$ cat src/rtl/sp_bram_stim_gen.sv
// sp_bram_stim_gen
// Stimulus sequencer for a single-port BRAM and its checker. It walks a fixed
// set of phases (fill, read-back, byte-mask write, read-back, same-address
// collision, LFSR random traffic, drain) and pulses done at the end.
//
// Handshake: start is a single-cycle request. It is accepted only while the
// sequencer is in IDLE and is ignored at every other time. busy is high for
// every cycle in which the sequence drives the BRAM. done is high for exactly
// one cycle, in the first IDLE cycle after the last drain cycle.
//
// Every output is a register loaded from next-state values, so the value on a
// port belongs to the cycle in which the BRAM samples it. The phase output
// carries the state register so that checkers can follow the FSM.
module sp_bram_stim_gen #(
  parameter int          DATA_WIDTH_A    = 16,
  parameter int          ADDR_WIDTH_A    = 4,
  parameter int          BYTEEN_WIDTH    = 2,
  parameter bit          WCLKE_POLARITY  = 1'b1,
  parameter bit          WE_POLARITY     = 1'b1,
  parameter bit          RE_POLARITY     = 1'b1,
  parameter bit          BYTEEN_POLARITY = 1'b1,
  parameter bit          ADDREN_POLARITY = 1'b1,
  parameter int          RANDOM_OPS      = 64,
  parameter logic [15:0] LFSR_SEED       = 16'hACE1,
  parameter int          DRAIN_CYCLES    = 3
) (
  input  logic                    clk,
  input  logic                    bram_rst,
  input  logic                    start,
  output logic                    wclke,
  output logic                    we,
  output logic                    re,
  output logic [ADDR_WIDTH_A-1:0] addr,
  output logic [BYTEEN_WIDTH-1:0] byteen,
  output logic [DATA_WIDTH_A-1:0] wdata_a,
  output logic                    addren,
  output logic                    busy,
  output logic                    done,
  output logic [2:0]              phase
);

  localparam int          DEPTH      = 1 << ADDR_WIDTH_A;
  // A zero seed would lock the LFSR at zero, so it falls back to the default.
  localparam logic [15:0] SEED       = (LFSR_SEED == 16'h0000) ? 16'hACE1 : LFSR_SEED;
  localparam logic [15:0] SWEEP_LAST = 16'(DEPTH - 1);
  localparam logic [15:0] RAND_LAST  = 16'(RANDOM_OPS - 1);
  // A drain length of zero still leaves one idle cycle before done.
  localparam logic [15:0] DRAIN_LAST = (DRAIN_CYCLES > 0) ? 16'(DRAIN_CYCLES - 1) : 16'h0000;
  localparam logic [15:0] BE_GROUPS  = 16'(BYTEEN_WIDTH);

  typedef enum logic [2:0] {
    S_IDLE    = 3'd0,
    S_W_FILL  = 3'd1,
    S_R_SWEEP = 3'd2,
    S_B_MASK  = 3'd3,
    S_COLLIDE = 3'd4,
    S_RANDOM  = 3'd5,
    S_DRAIN   = 3'd6
  } state_e;

  // Sequencer state. cnt_q is the address counter in the sweep phases and the
  // cycle counter in RANDOM and DRAIN. second_q marks that the read sweep has
  // already run once, which steers its exit to COLLIDE instead of B_MASK.
  state_e      state_q, state_d;
  logic [15:0] cnt_q, cnt_d;
  logic        second_q, second_d;
  logic [15:0] lfsr_q, lfsr_d;

  // Registered outputs.
  logic                    wclke_q, wclke_d;
  logic                    we_q, we_d;
  logic                    re_q, re_d;
  logic [ADDR_WIDTH_A-1:0] addr_q, addr_d;
  logic [BYTEEN_WIDTH-1:0] byteen_q, byteen_d;
  logic [DATA_WIDTH_A-1:0] wdata_q, wdata_d;
  logic                    addren_q, addren_d;
  logic                    busy_q, busy_d;
  logic                    done_q, done_d;

  // Active-true intent before polarity is applied.
  logic                    wclke_on, we_on, re_on, addren_on;
  logic [BYTEEN_WIDTH-1:0] be_on;

  // Byte pattern a[7:0] ^ k repeated across the data word.
  function automatic logic [DATA_WIDTH_A-1:0] byte_pattern(input logic [15:0] a,
                                                           input logic [7:0]  k);
    logic [7:0]              b;
    logic [DATA_WIDTH_A-1:0] r;
    b = a[7:0] ^ k;
    for (int i = 0; i < DATA_WIDTH_A; i++) r[i] = b[i % 8];
    return r;
  endfunction

  // 16-bit LFSR value repeated across the data word.
  function automatic logic [DATA_WIDTH_A-1:0] lfsr_pattern(input logic [15:0] l);
    logic [DATA_WIDTH_A-1:0] r;
    for (int i = 0; i < DATA_WIDTH_A; i++) r[i] = l[i % 16];
    return r;
  endfunction

  // Fibonacci LFSR, taps 16,14,13,11, shifting toward the MSB.
  function automatic logic [15:0] lfsr_next(input logic [15:0] l);
    return {l[14:0], l[15] ^ l[13] ^ l[12] ^ l[10]};
  endfunction

  // Next-state logic: phase sequencing, counters and LFSR stepping.
  always_comb begin
    state_d  = state_q;
    cnt_d    = cnt_q;
    second_d = second_q;
    lfsr_d   = lfsr_q;
    done_d   = 1'b0;
    case (state_q)
      S_IDLE: begin
        if (start) begin
          state_d  = S_W_FILL;
          cnt_d    = 16'h0000;
          second_d = 1'b0;
        end
      end
      S_W_FILL, S_R_SWEEP, S_B_MASK, S_COLLIDE: begin
        if (cnt_q == SWEEP_LAST) begin
          cnt_d = 16'h0000;
          case (state_q)
            S_W_FILL:  state_d = S_R_SWEEP;
            S_R_SWEEP: begin
              state_d  = second_q ? S_COLLIDE : S_B_MASK;
              second_d = 1'b1;
            end
            S_B_MASK:  state_d = S_R_SWEEP;
            default:   state_d = S_RANDOM;
          endcase
        end else begin
          cnt_d = cnt_q + 16'd1;
        end
      end
      S_RANDOM: begin
        // The current value has driven this cycle; step to the next one.
        lfsr_d = lfsr_next(lfsr_q);
        if (cnt_q == RAND_LAST) begin
          state_d = S_DRAIN;
          cnt_d   = 16'h0000;
        end else begin
          cnt_d = cnt_q + 16'd1;
        end
      end
      S_DRAIN: begin
        if (cnt_q == DRAIN_LAST) begin
          state_d = S_IDLE;
          cnt_d   = 16'h0000;
          done_d  = 1'b1;
        end else begin
          cnt_d = cnt_q + 16'd1;
        end
      end
      default: begin
        state_d = S_IDLE;
        cnt_d   = 16'h0000;
      end
    endcase
  end

  // Output decode for the cycle being entered, from next-state values.
  always_comb begin
    wclke_on  = 1'b0;
    we_on     = 1'b0;
    re_on     = 1'b0;
    addren_on = 1'b0;
    be_on     = '0;
    addr_d    = '0;
    wdata_d   = '0;
    case (state_d)
      S_W_FILL: begin
        wclke_on  = 1'b1;
        we_on     = 1'b1;
        addren_on = 1'b1;
        be_on     = '1;
        addr_d    = cnt_d[ADDR_WIDTH_A-1:0];
        wdata_d   = byte_pattern(cnt_d, 8'hA5);
      end
      S_R_SWEEP: begin
        re_on     = 1'b1;
        addren_on = 1'b1;
        addr_d    = cnt_d[ADDR_WIDTH_A-1:0];
      end
      S_B_MASK: begin
        wclke_on  = 1'b1;
        we_on     = 1'b1;
        addren_on = 1'b1;
        addr_d    = cnt_d[ADDR_WIDTH_A-1:0];
        wdata_d   = byte_pattern(cnt_d, 8'h3C);
        // One byte group per address, rotating with the address.
        for (int i = 0; i < BYTEEN_WIDTH; i++) be_on[i] = ((cnt_d % BE_GROUPS) == 16'(i));
      end
      S_COLLIDE: begin
        wclke_on  = 1'b1;
        we_on     = 1'b1;
        re_on     = 1'b1;
        addren_on = 1'b1;
        be_on     = '1;
        addr_d    = cnt_d[ADDR_WIDTH_A-1:0];
        wdata_d   = byte_pattern(cnt_d, 8'hC3);
      end
      S_RANDOM: begin
        wclke_on  = lfsr_d[0];
        we_on     = lfsr_d[0];
        re_on     = lfsr_d[1];
        addren_on = ~lfsr_d[15];
        be_on     = lfsr_d[BYTEEN_WIDTH+7:8];
        addr_d    = lfsr_d[ADDR_WIDTH_A+1:2];
        wdata_d   = lfsr_pattern(lfsr_d);
      end
      default: begin
        addr_d = '0;
      end
    endcase
    wclke_d  = wclke_on  ? WCLKE_POLARITY  : ~WCLKE_POLARITY;
    we_d     = we_on     ? WE_POLARITY     : ~WE_POLARITY;
    re_d     = re_on     ? RE_POLARITY     : ~RE_POLARITY;
    addren_d = addren_on ? ADDREN_POLARITY : ~ADDREN_POLARITY;
    byteen_d = BYTEEN_POLARITY ? be_on : ~be_on;
    busy_d   = (state_d != S_IDLE);
  end

  // State, counter, LFSR and output registers; reset aborts any sequence.
  always_ff @(posedge clk) begin
    if (bram_rst) begin
      state_q  <= S_IDLE;
      cnt_q    <= 16'h0000;
      second_q <= 1'b0;
      lfsr_q   <= SEED;
      wclke_q  <= ~WCLKE_POLARITY;
      we_q     <= ~WE_POLARITY;
      re_q     <= ~RE_POLARITY;
      addren_q <= ~ADDREN_POLARITY;
      byteen_q <= BYTEEN_POLARITY ? {BYTEEN_WIDTH{1'b0}} : {BYTEEN_WIDTH{1'b1}};
      addr_q   <= '0;
      wdata_q  <= '0;
      busy_q   <= 1'b0;
      done_q   <= 1'b0;
    end else begin
      state_q  <= state_d;
      cnt_q    <= cnt_d;
      second_q <= second_d;
      lfsr_q   <= lfsr_d;
      wclke_q  <= wclke_d;
      we_q     <= we_d;
      re_q     <= re_d;
      addren_q <= addren_d;
      byteen_q <= byteen_d;
      addr_q   <= addr_d;
      wdata_q  <= wdata_d;
      busy_q   <= busy_d;
      done_q   <= done_d;
    end
  end

  assign wclke   = wclke_q;
  assign we      = we_q;
  assign re      = re_q;
  assign addr    = addr_q;
  assign byteen  = byteen_q;
  assign wdata_a = wdata_q;
  assign addren  = addren_q;
  assign busy    = busy_q;
  assign done    = done_q;
  assign phase   = state_q;

endmodule
$ cat config.mk
export PLATFORM = sky130hd
export DESIGN_NAME = sp_bram_stim_gen
export DESIGN_NICKNAME = d
export VERILOG_FILES = /design/src/rtl/sp_bram_stim_gen.sv
export SDC_FILE = /design/constraint.sdc
export NUM_CORES = 1
export LEC_CHECK = 0
export ABC_AREA = 1
export CAP_MARGIN = 40
export CELL_PAD_IN_SITES_DETAIL_PLACEMENT = 0
export CELL_PAD_IN_SITES_GLOBAL_PLACEMENT = 1
export CORE_MARGIN = 8
export CORE_UTILIZATION = 35
export DETAILED_ROUTE_END_ITERATION = 8
export PLACE_DENSITY = 0.77
export SLEW_MARGIN = 0
export SYNTH_ARGS = -nofsm -noshare
export SYNTH_HDL_FRONTEND = slang
export SYNTH_SLANG_ARGS = --single-unit
$ cat constraint.sdc
create_clock -name clk -period 2.1 [get_ports clk]
set_input_delay 0.42 -clock clk [delete_from_list [all_inputs] [get_ports clk]]
set_output_delay 0.42 -clock clk [all_outputs]
set_load 0.01 [all_outputs]
==> results of run 1 <==
==> worst min-delay path, delay by kind of cell, from the launching register on <==
kind / cells / cell delay [ps]
AOI/OAI and AO/OA: 1 / 80
buffers and inverters: 1 / 90
DFF: 1 / 300
==> Yosys cell counts, types with 2 or more instances <==
| master | instances | area (um^2) |
|---|---|---|
| a211oi_1 | 3 | 22.5 |
| a21oi_1 | 11 | 55.1 |
| a31oi_1 | 3 | 18.8 |
| and2_1 | 2 | 12.5 |
| buf_2 | 3 | 15.0 |
| buf_4 | 2 | 15.0 |
| buf_6 | 2 | 22.5 |
| clkbuf_1 | 5 | 18.8 |
| dfxtp_1 | 63 | 1260 |
| ha_1 | 2 | 25.0 |
| inv_1 | 47 | 176 |
| inv_2 | 5 | 18.8 |
| mux2i_1 | 2 | 20.0 |
| nand2_1 | 113 | 424 |
| nand2_2 | 3 | 18.8 |
| nand3_1 | 41 | 205 |
| nand3_2 | 3 | 30.0 |
| nand3b_1 | 9 | 67.6 |
| nand4_1 | 2 | 12.5 |
| nor2_1 | 62 | 233 |
| nor2_2 | 2 | 12.5 |
| nor2_4 | 4 | 45.0 |
| nor3_1 | 7 | 35.0 |
| o21ai_0 | 16 | 80.1 |
| o21ai_1 | 4 | 20.0 |
| or2_0 | 2 | 12.5 |
| or2_2 | 4 | 25.0 |
| xnor2_1 | 2 | 17.5 |
| xor2_1 | 8 | 70.1 |
==> cell type report <==
class / count / area, um^2
multi-input cells: 313 / 1610
inverters: 53 / 206
clock inverters: 3 / 42.5
well taps: 108 / 135
clock buffers: 12 / 155
flip-flops and latches: 63 / 1260
fillers: 887 / 4590
repair buffers: 68 / 629
==> timing repair <==
| action | 4_1_cts | 5_1_grt |
|---|---|---|
| pin swaps | 0 | 10 |
| gates cloned | 0 | 1 |
| setup endpoints to repair | 1 | 24 |
| hold endpoints to repair | 0 | 0 |
| resized for setup | 1 | 31 |
| buffers inserted | 0 | 3 |
| hold buffers | 0 | 0 |
==> flip-flops by register name, indices dropped and copies added, names as in the netlist, 2 cells and up <==
register	flops
addr	4
lfsr_q	16
cnt_q	16
wdata_a	16
phase	3
byteen	2
==> power by group <==
group          leakage (nW)  switching (mW)  internal, mW
Sequential            0.512         0.00796          1.22
Combinational          1.28           0.131        0.0965
Clock                0.0985           0.460         0.605
==> cells by family (layout without fill, tap and decap cells) <==
| kind of cell | count (synthesis) | after routing | share of synthesized area [%] |
|---|---|---|---|
| flops | 63 | 63 | 41.1 |
| compound gates | 40 | 40 | 7.13 |
| buf+inv | 66 | 136 | 9.01 |
| simple gates | 259 | 259 | 38.5 |
| fa+ha+maj | 2 | 2 | 0.815 |
| mux | 2 | 2 | 0.652 |
| xor+xnor | 10 | 10 | 2.85 |
==> through the flow <==
stage	worst slack, ps	cell area, um^2	utilization, %	std cells	power, mW
2_1_floorplan	276	3070	-	442	1.37
3_3_place_gp	-11.6	3710	42.9	601	1.47
3_5_place_dp	-46.7	3710	42.9	601	1.47
4_1_cts	69.8	3910	45.2	616	2.55
5_1_grt	-37.0	4040	46.8	620	2.64
6_report	124	4040	46.8	620	2.52
==> worst max path at each step <==
stage	end	slack [ps]	depth (start not counted)
5_1_grt	wdata_a[8]	-40	16
6_report	byteen[1]	120	16
2_1_floorplan	busy	280	10
3_5_place_dp	wdata_a[0]	-50	11
4_1_cts	wdata_a[11]	70	13
3_3_place_gp	wdata_a[11]	-10	11
==> routing by layer <==
layer	track usage, %	up-vias
li1	-	1524
met1	17.9	1343
met2	22.3	52
met3	3.87	10
met4	5.59	0
met5	0	-
==> run metrics, run 1 <==
clock transition at the registers of the reported paths approximately 70 ps; post-synthesis area per instance 6.95 um^2; Worst-Margin Slew 400 ps; Final ANT Viol Nets 0; number of global-route vias before repair roughly 2.9k; Hold Path Sink second_q; Longest Clk Path Bufs 2; Synth Register Bits 63; die height between 100 and 150 um; clock sink count 63; CP Launch Point cnt_q[0]; crit path DAT 2250 ps; CP peak stage delay ~340 ps; Max VDD drop approximately 0.25 mV; met2 WL 3.62 mm; overall routing resource usage roughly 14%; number of port buffers 33; CP Class flop to flop; top sig layer met4; Syn. warnings 0; sequence of cells on the critical path buf_4, inv_2, ha_1, nand2_1, nor2_2, nand2_2, nand2_2, buf_4, nand3_2, inv_4, nor2_4, buf_6, nand3b_1, nand2_1, nor2_1, nor2_1; largest net degree at the start of global routing 37; WL per Instance between 10 and 15 um; FF-to-FF setup slack about 120 ps; Worst setup SP type flop; dpl hpwl 5.97 mm; global route overflow 0; PwrDens just over 600 nW/um^2; Initial Util 35.6%; Max Clk Rate between 500 and 600 MHz; Synth async-reset ratio 0%; LEAKAGE between 1.5 and 2 nW; final WL roughly 8.1 mm; die area 12000 um^2; status completed; synthesized instance count ~440; Post-Syn Area ~3000 um^2; layout cells sized above 1 about 18%; Yosys cell types 39; relative slew slack between 70% and 80%; Diodes inserted 0; H-tree depth 3; commonest non-fill, non-tap cell in the layout nand2_1; nets 513; RSZ-0062 raised after global routing yes; TritonCTS clock tree yes; CTS buffer count 9; worst clock skew 7.53 ps; crit share post-route 94.1%; WP buf/inv 5; Synthesized Nets 447; Hold Fails Final Rpt 0; Synth Flop Type dfxtp_1; Vias per Instance between 4 and 5; Hold Path Depth 2; Hold WS roughly 510 ps; Die W 110 um; register area share after synthesis about two fifths; Placer Congestion 0.842; r2r endpoint byteen[1]; Vias about 2.9k; Ports 34; metal3 WL 458 um; RR Startpoint cnt_q[0]; Syn-to-layout area delta 31.6%; drt drc 0; setup tns final 0 ps; Top delay family on crit path simple AND/OR/NAND/NOR gates; first-pass GRT wire length ~13 mm; minimum clock period 1980 ps; max_cap viols 0; initial antenna violation count 0; Crit-path slowest cell dfxtp_1; M1 WL roughly 3.9 mm; row count 34; Placeable Area 8640 um^2; beginning of the worst hold path second_q; final slew viol count 0; Worst Path Max Fanout 8; Clock Latency Late Sink 330 ps; most frequent cells in the layout nand2_1 (109), dfxtp_1 (61), nor2_1 (59), inv_1 (45), nand3_1 (35); Worst Path Required between 2000 and 2500 ps; FF-to-FF path depth 16; number of synthesized flops with an enable pin 0; HP Class flop to flop; root buf cell clkbuf_8; Setup Viol. Count Final 0; drt first-iter violations about 150; drt pass-1 iters 4; critical path endpoint category flop
Note: power is estimated with default switching activity, not from simulation.
==> run 2, diff against run 1 <==
CORE_MARGIN = not set   (was 8)
PLACE_DENSITY = 0.78   (was 0.77)
==> run 2 against run 1 <==
  * Cell count up 2.4%
  * Cell area up 4.5%
  * Non-clock buffer count up 18
  * Sequential power about the same
==> run metrics, run 2 (synthesis gave the netlist of run 1 again) <==
status completed; Comb pwr share a little under a tenth; Setup Viol. Count Final 0; Max VDD drop 0.248 mV; Longest Clk Path Bufs 2; PwrDens around 600 nW/um^2; Placer Congestion about 0.87; Pint roughly 1.9 mW; clock transition at the registers of the reported paths around 70 ps; Diodes inserted 0; setup ws final around 64 ps; global route overflow 0; Die W approximately 96 um; Clock Latency Late Sink 340 ps; initial antenna violation count 0; root buf cell clkbuf_8; clock network fraction of design power between 40% and 50%; drt first-iter violations around 140; LEAKAGE about 2.0 nW; die height about 96 um; worst slack at placement -60.3 ps; Final ANT Viol Nets 0; Ports 34; FF/Latch Area 1270 um^2; relative slew slack between 70% and 80%; critical path endpoint category flop; crit share post-route between 90% and 100%; largest net degree at the start of global routing 37; Worst-Margin Slew between 300 and 400 ps; minimum clock period around 2000 ps; most frequent cells in the layout nand2_1 (104), nor2_1 (56), dfxtp_1 (55), inv_1 (46), buf_4 (45); sequential share of power 48.3%; drt drc 0; Syn-to-layout area delta 37.6%; die area 9150 um^2; Post-DP Area 3780 um^2; Max Clk Rate approximately 500 MHz; area of the multi-input gates 1610 um^2; Fill cells about 830; dpl hpwl roughly 6.0 mm; nets approximately 530; commonest non-fill, non-tap cell in the layout nand2_1; Placeable Area 8340 um^2; H-tree depth 3; number of port buffers 33; worst clock skew approximately 11 ps; final slew viol count 0; Hold Fails Final Rpt 0; number of global-route vias before repair around 2.8k; final WL around 8.4 mm; CP Class flop to flop; row count 33; HP Class flop to flop; overall routing resource usage slightly below 20%; Worst Path Max Fanout 6; drt pass-1 iters 4; Post-CTS Hold Fix Bufs 0; WL per Instance about 13 um; max_cap viols 0; clock sink count 63; first-pass GRT wire length around 13 mm; crit path DAT 2330 ps; layout cells sized above 1 22.3%; TritonCTS clock tree yes; RSZ-0062 raised after global routing yes; final instance area ~4200 um^2; Vias per Instance roughly 4.7; switching power approximately 600 uW; Vias 2967; Worst Path Required 2390 ps; Worst setup SP type flop; Initial Util 36.8%; switch share between 20% and 30%; CTS buffer count 9
==> run 2: cell count changes in the layout (fill, tap and decap cells not counted), sizes merged <==
cell	previous run	this run
buf	35	51
clkbuf	12	14
==> run 2: cell type report <==
cell class / count / share of cell area [%]
clock inverters: 3 / 1.01
clock buffers: 12 / 3.67
well taps: 105 / 3.11
flip-flops and latches: 63 / 30.2
repair buffers: 86 / 19.0
inverters: 53 / 4.83
multi-input cells: 313 / 38.2
==> run 2: repair_timing <==
item,CTS,global route
setup endpoints to repair,2,23
buffers inserted,0,11
resized for setup,1,38
pin swaps,0,15
gates cloned,0,2
endpoints found under the hold margin,0,0
==> run 2: worst paths after layout <==
check / start / to / slack (ps) / depth (start not counted)
worst max-delay path: cnt_q[9] / wdata_a[1] / 60 / 13
worst min register to register: cnt_q[9] / cnt_q[9] / 520 / 2
worst min-delay path: cnt_q[9] / cnt_q[9] / 520 / 2
worst max register to register: cnt_q[9] / wdata_a[1] / 60 / 13
==> run 2: metrics by stage <==
step                      setup TNS (ps)  total power [mW]  cells  utilization [%]  hold WS (ps)
final                                  0              2.54    635             50.6           518
after global routing                -620              2.64    635             50.6           552
after global placement              -169              1.48    607             45.3           493
after detailed placement            -471              1.48    607             45.3           497
after floorplan                        0              1.37    442                -           464
after CTS                              0              2.55    622             47.7           518
==> run 2: metal layers <==
layer	global-route usage (%)	wire length, um	part of all wire [%]
met1	25.7	4160	50
met2	31.1	3840	46
met3	3.43	284	3.4
met4	7.09	84	1.0
met5	0	0	0
==> run 2: worst max-delay path, stage by stage, from the launching register on <==
cell and delay (ps):
dfxtp_2 330, nor2_2 110, nand2_2 70, nor2_4 200
buf_4 150, nand3_1 60, nand3_1 170, inv_2 90
nor2_4 240, buf_12 150, nand3b_1 160, nand3_1 140
nand2_1 60, inv_1 50
==> run 2: power groups by stage <==
stage	logic, mW	clock network, mW	registers, mW
5_1_grt	0.263	1.15	1.23
6_report	0.240	1.07	1.23
2_1_floorplan	0.105	0	1.26
3_3_place_gp	0.226	0	1.25
4_1_cts	0.228	1.10	1.23
3_5_place_dp	0.226	0	1.25
